**src/rtl/countdown_timer_mux.sv**
```systemverilog
// countdown_timer_mux: BCD countdown timer with multiplexed 7-segment display
// for the bomb-dismantlement game.
//   clk, rst      clock, asynchronous active-high reset
//   start         pulse, loads load_val and starts counting (IDLE only)
//   pause         level, holds the countdown
//   success       pulse, bomb defused, freezes the count
//   clear         synchronous return to IDLE from any state
//   load_val      BCD start value, digit 0 in [3:0]
//   count_bcd     current BCD count
//   running/expired/defused  state flags (RUN / EXPLODED / DEFUSED)
//   cat           active-low digit select, bit i = digit i
//   seg           active-high segments {dp,g,f,e,d,c,b,a}
// Optional feature macro: BLINK_EN (blink the display in the terminal states).
module countdown_timer_mux #(
   parameter int unsigned DIGITS   = 2,
   parameter int unsigned TICK_DIV = 1200,
   parameter int unsigned SCAN_DIV = 22
) (
   input  logic                  clk,
   input  logic                  rst,
   input  logic                  start,
   input  logic                  pause,
   input  logic                  success,
   input  logic                  clear,
   input  logic [4*DIGITS-1:0]   load_val,
   output logic [4*DIGITS-1:0]   count_bcd,
   output logic                  running,
   output logic                  expired,
   output logic                  defused,
   output logic [7:0]            cat,
   output logic [7:0]            seg
);

   localparam int unsigned CW = 4 * DIGITS;
   localparam int unsigned TW = (TICK_DIV > 1) ? $clog2(TICK_DIV) : 1;
   localparam int unsigned SW = (SCAN_DIV > 1) ? $clog2(SCAN_DIV) : 1;
   localparam int unsigned DW = (DIGITS > 1) ? $clog2(DIGITS) : 1;
   localparam logic [TW-1:0] TICK_LAST = TW'(TICK_DIV - 1);
   localparam logic [SW-1:0] SCAN_LAST = SW'(SCAN_DIV - 1);
   localparam logic [DW-1:0] DIG_LAST  = DW'(DIGITS - 1);

   typedef enum logic [2:0] {
      S_IDLE, S_RUN, S_PAUSED, S_DEFUSED, S_EXPLODED
   } state_t;

   state_t          state, state_next;
   logic [CW-1:0]   count_next;
   logic [TW-1:0]   tick_cnt, tick_next;
   logic [SW-1:0]   scan_cnt;
   logic [DW-1:0]   digit_idx;
   logic [CW-1:0]   load_clamped, count_dec, disp_src;
   logic [3:0]      disp_nib;
   logic            tick_wrap;
`ifdef BLINK_EN
   logic            blink_off, blink_next;
`endif

   // Saturate any non-decimal nibble to 9
   function automatic logic [CW-1:0] clamp_bcd(input logic [CW-1:0] v);
      logic [CW-1:0] r;
      r = v;
      for (int unsigned i = 0; i < DIGITS; i++)
         if (v[4*i +: 4] > 4'd9) r[4*i +: 4] = 4'd9;
      return r;
   endfunction

   // BCD decrement with ripple borrow; caller guarantees a nonzero operand
   function automatic logic [CW-1:0] bcd_dec(input logic [CW-1:0] v);
      logic [CW-1:0] r;
      logic          borrow;
      r      = v;
      borrow = 1'b1;
      for (int unsigned i = 0; i < DIGITS; i++) begin
         if (borrow) begin
            if (v[4*i +: 4] == 4'd0) begin
               r[4*i +: 4] = 4'd9;
            end else begin
               r[4*i +: 4] = v[4*i +: 4] - 4'd1;
               borrow      = 1'b0;
            end
         end
      end
      return r;
   endfunction

   function automatic logic [7:0] seg_decode(input logic [3:0] d);
      case (d)
         4'd0:    return 8'h3F;
         4'd1:    return 8'h06;
         4'd2:    return 8'h5B;
         4'd3:    return 8'h4F;
         4'd4:    return 8'h66;
         4'd5:    return 8'h6D;
         4'd6:    return 8'h7D;
         4'd7:    return 8'h07;
         4'd8:    return 8'h7F;
         4'd9:    return 8'h6F;
         default: return 8'h00;
      endcase
   endfunction

   assign load_clamped = clamp_bcd(load_val);
   assign count_dec    = bcd_dec(count_bcd);
   assign tick_wrap    = (tick_cnt == TICK_LAST);

   // Next-state, count and tick logic; priority clear > success > pause > step
   always_comb begin
      state_next = state;
      count_next = count_bcd;
      tick_next  = tick_cnt;
`ifdef BLINK_EN
      blink_next = blink_off;
`endif
      if (clear) begin
         state_next = S_IDLE;
         count_next = '0;
         tick_next  = '0;
`ifdef BLINK_EN
         blink_next = 1'b0;
`endif
      end else begin
         case (state)
            S_IDLE: begin
               tick_next = '0;
               if (start) begin
                  count_next = load_clamped;
                  state_next = (load_clamped == '0) ? S_EXPLODED : S_RUN;
               end
            end
            S_RUN: begin
               if (success) begin
                  state_next = S_DEFUSED;
                  tick_next  = '0;
               end else if (pause) begin
                  state_next = S_PAUSED;
               end else if (tick_wrap) begin
                  tick_next  = '0;
                  count_next = count_dec;
                  if (count_dec == '0) state_next = S_EXPLODED;
               end else begin
                  tick_next = tick_cnt + TW'(1);
               end
            end
            S_PAUSED: begin
               if (success) begin
                  state_next = S_DEFUSED;
                  tick_next  = '0;
               end else if (!pause) begin
                  state_next = S_RUN;
               end
            end
            S_DEFUSED, S_EXPLODED: begin
`ifdef BLINK_EN
               // Terminal states are entered with tick=0 and lit phase
               if (tick_wrap) begin
                  tick_next  = '0;
                  blink_next = ~blink_off;
               end else begin
                  tick_next = tick_cnt + TW'(1);
               end
`else
               tick_next = '0;
`endif
            end
            default: state_next = S_IDLE;
         endcase
      end
   end

   // Display source nibble for the currently scanned digit
   always_comb begin
      disp_src = (state == S_IDLE) ? load_clamped : count_bcd;
      disp_nib = 4'd0;
      for (int unsigned i = 0; i < DIGITS; i++)
         if (digit_idx == DW'(i)) disp_nib = disp_src[4*i +: 4];
   end

   // State, count and flag registers; flags track the state register
   always_ff @(posedge clk or posedge rst) begin
      if (rst) begin
         state     <= S_IDLE;
         count_bcd <= '0;
         tick_cnt  <= '0;
         running   <= 1'b0;
         expired   <= 1'b0;
         defused   <= 1'b0;
`ifdef BLINK_EN
         blink_off <= 1'b0;
`endif
      end else begin
         state     <= state_next;
         count_bcd <= count_next;
         tick_cnt  <= tick_next;
         running   <= (state_next == S_RUN);
         expired   <= (state_next == S_EXPLODED);
         defused   <= (state_next == S_DEFUSED);
`ifdef BLINK_EN
         blink_off <= blink_next;
`endif
      end
   end

   // Digit scan; cat and seg are registered together from digit_idx
   always_ff @(posedge clk or posedge rst) begin
      if (rst) begin
         scan_cnt  <= '0;
         digit_idx <= '0;
         cat       <= 8'hFF;
         seg       <= 8'h00;
      end else begin
         if (scan_cnt == SCAN_LAST) begin
            scan_cnt  <= '0;
            digit_idx <= (digit_idx == DIG_LAST) ? '0 : digit_idx + DW'(1);
         end else begin
            scan_cnt <= scan_cnt + SW'(1);
         end
         cat <= ~(8'(1) << digit_idx);
`ifdef BLINK_EN
         seg <= blink_off ? 8'h00 : seg_decode(disp_nib);
`else
         seg <= seg_decode(disp_nib);
`endif
      end
   end

endmodule
```
**config.mk**
```make
export PLATFORM = sky130hd
export DESIGN_NAME = countdown_timer_mux
export DESIGN_NICKNAME = d
export VERILOG_FILES = /design/src/rtl/countdown_timer_mux.sv
export SDC_FILE = /design/constraint.sdc
export NUM_CORES = 1
export LEC_CHECK = 0
export BUFFER_PORTS_ARGS = -buffer_cell sky130_fd_sc_hd__buf_2
export CORE_ASPECT_RATIO = 0.7
export CORE_MARGIN = 5
export CORE_UTILIZATION = 45
export CTS_BUF_LIST = sky130_fd_sc_hd__clkbuf_4 sky130_fd_sc_hd__clkbuf_8
export CTS_CLUSTER_DIAMETER = 150
export CTS_CLUSTER_SIZE = 14
export DETAILED_ROUTE_END_ITERATION = 7
export PLACE_DENSITY = 0.72
export SYNTH_ARGS = -nofsm -noshare
export SYNTH_HDL_FRONTEND = slang
export SYNTH_SLANG_ARGS = --single-unit
```
**constraint.sdc**
```tcl
create_clock -name clk -period 3.6 [get_ports clk]
set_input_delay 0.72 -clock clk [delete_from_list [all_inputs] [get_ports clk]]
set_output_delay 0.72 -clock clk [all_outputs]
set_load 0.02 [all_outputs]
```
==> key figures <==
Timing
  • Setup TNS: 0 ps
  • Normalized max-slew margin: 49.12%
  • Max Freq: between 0.4 and 0.5 GHz
  • RSZ-0062 raised after global routing: no
  • Final Hold Slack: 467.3 ps
  • Layout Skew: 6.415 ps
  • Crit share post-route: just under 70%
  • Min cycle time layout: 2461 ps
  • Worst-Margin Slew: 758.6 ps
  • Final setup fails: 0
  • Final Slew Violations: 0
  • Hold Fails Final Rpt: 0

Global route
  • Gr ovfl total: 0
  • Vias in the first global route: 1,838
  • Initial antenna violation count: 0
  • GRT Overall Usage: 15.50%
  • Global-route wire length before repair: 9011 µm
  • Pin count of the biggest net entering global routing: 41

Placement
  • Gp weighted congestion: 0.8306
  • Port Buffer Count: 33
  • Dpl hpwl: 3825 µm

Die
  • Die area: 7065 µm²
  • Die width: 98.35 µm
  • Rows: 22
  • Die height: 71.84 µm
  • Core ar.: ~5300 µm²
  • # IOs: 41
  • Starting Density: between 40% and 50%

Logic synthesis
  • Largest area contributor in the netlist: dfrtp_1
  • Post-synth EDFFs: 0
  • Ys flop type: dfrtp_1
  • Post-synthesis sequential area ratio: 40.81%
  • Ys async rst share: 100.0%
  • Post-Synthesis Cells: 260
  • Synth area leaders: dfrtp_1 (39%), o21ai_0 (5.5%), ha_1 (4.6%), mux4_2 (3.7%), nor2_1 (3.5%)
  • Synth warn: 0
  • #FFs+latches synth: 40
  • Mapped Area: 2459 µm²
  • Avg Inst Size Synth: 9.456 µm²
  • Top cell type's share of synthesized area: 38.68%
  • Post-synth cell types: 57

Worst setup path
  • Slowest CP cell: nor4_4
  • Largest delay contributor family on the critical path: simple AND/OR/NAND/NOR gates
  • Flop-to-flop setup slack: 1140 ps
  • Worst path max stage delay: 720 ps
  • Crit-path cells: ha_1, nand4_1, nor4_4, a2111oi_0, a211o_1, and2_1
  • CP Data Arrival Time: 2650 ps
  • Worst EP required: 3790 ps
  • Setup CP Type: flip-flop to flip-flop
  • Worst setup EP type: flip-flop
  • Bufs and invs on worst path: 0
  • Highest fanout seen on the critical path: 12
  • Worst setup SP type: flip-flop

Routing
  • Post-route DRC violation count: 0
  • Drt wl/cell: 14.25 µm
  • Initial DRC count: 120
  • Drt pass-1 iters: 4
  • Routed vias/inst: 5.409
  • ANT nets after route: 0
  • Vias: 1,969
  • Final wirelength: about 5200 µm

Outcome
  • Status: completed

Clock tree
  • Root Driver: clkbuf_8
  • Post-cts sizing count: 0
  • Max clock buf depth: 2
  • H-tree Lvls: 2
  • CTS sink cnt: 40
  • Clock transition at path regs: around 80 ps
  • Total CTS buffers: 5
  • # Post-CTS Setup Buffers: 0
  • CTS tree: built
  • Clock Latency Late Sink: 290 ps
  • Post-CTS Hold Buffers: 0

Flow run
  • Max-cap violations: 0

Power and ir drop
  • Peak supply drop: slightly above 300 µV
  • Power Dens Cells: 510.3 nW/µm²
  • Leakage power: 1.196 nW

Layout
  • Multi-input logic area: between 1000 and 1500 µm²
  • Reg area: 1003 µm²
  • Fraction of layout cells with a size suffix above 1: 20.89%
  • Nets@finish: 314
  • Filler instances: 485
  • Layout area overhead: 11.65%
  • N_diodes: 0

Min path
  • Worst Hold Class: flip-flop to flip-flop
-- cell usage in the layout, fill, tap and decap left out, types with 3 or more instances in the layout --
master,synthesis,routed
o22ai_1,4,4
o21ai_0,27,27
mux4_2,4,4
buf_4,8,3
nand3_1,7,7
buf_2,4,33
o211ai_1,3,3
mux2i_1,4,4
nand2b_1,6,6
xnor2_1,3,3
ha_1,9,9
clkbuf_8,2,5
a21oi_1,12,12
dfrtp_1,38,38
o21a_1,4,4
nor2_1,23,23
conb_1,2,7
nor3_1,7,7
inv_1,14,14
o31ai_1,3,3
nand2_1,22,22
nor2b_1,6,6
-- cells in the mapped netlist, drive strengths merged, types with 6 or more instances --
| master | n |
|---|---|
| nor2 | 23 |
| dfrtp | 38 |
| nor2b | 6 |
| nor3 | 9 |
| o21ai | 27 |
| a21oi | 12 |
| ha | 9 |
| inv | 14 |
| nand3 | 7 |
| nand2b | 6 |
| nand2 | 22 |
| buf | 13 |
-- power by group --
| group | leakage [nW] | switching, mW | internal, mW |
|---|---|---|---|
| registers | 0.517 | 0.0488 | 0.507 |
| clock network | 0.0583 | 0.163 | 0.209 |
| logic | 0.620 | 0.290 | 0.184 |
| total | 1.20 | 0.502 | 0.899 |
-- metrics by stage --
stage / std cells / total power, mW / util [%] / area [µm²] / worst slack, ps
floorplan: 265 / 0.9220 / - / 2477 / 1588
global placement: 356 / 1.032 / 50.00 / 2629 / 1191
detailed placement: 356 / 1.038 / 50.00 / 2629 / 1077
CTS: 364 / 1.418 / 52.21 / 2745 / 1169
global route: 364 / 1.501 / 52.21 / 2745 / 866.6
finish: 364 / 1.401 / 52.21 / 2745 / 1139
-- flip-flops by register name (all words and copies together), names as in the netlist, 2 cells and up --
signal / count
tick_cnt: 11
count_bcd: 8
seg: 7
scan_cnt: 5
state: 3
cat: 2
-- layer usage --
layer	routed length (µm)	vias to the layer above	global-route usage, %
li1	-	983	-
met1	2655	933	23.16
met2	2223	48	22.25
met3	268	5	4.086
met4	38	0	3.788
met5	0	-	0
-- layout make-up --
type / instances / area share (%)
inverter: 14 / 1.914
multi-input combinational: 194 / 47.17
clock buffer: 5 / 2.507
clock inverter: 3 / 1.732
timing repair buffer: 36 / 6.837
sequential: 40 / 36.55
tap: 72 / 3.282
-- final timing paths --
path                        startpoint          end  depth (start not counted)
min in group asynchronous          rst  tick_cnt[7]                          3
hold / removal               digit_idx       cat[0]                          0
max in group asynchronous          rst       cat[0]                          3
hold reg to reg              digit_idx       cat[0]                          0
setup / recovery           tick_cnt[0]      defused                          6
setup reg to reg           tick_cnt[0]      defused                          6
-- logic make-up (layout without fill, tap and decap cells) --
logic type | count (synthesis) | in the layout | share of synthesized area (%)
other | 2 | 7 | 0.3055
adders and majority gates | 9 | 9 | 4.580
buffers and inverters | 31 | 58 | 7.278
and+or+nand+nor | 94 | 94 | 21.12
AOI/OAI and AO/OA | 72 | 72 | 19.19
muxes | 8 | 8 | 5.293
DFF | 40 | 40 | 40.81
xor gates and xnor gates | 4 | 4 | 1.425
Power figures use the tool's default switching activity.
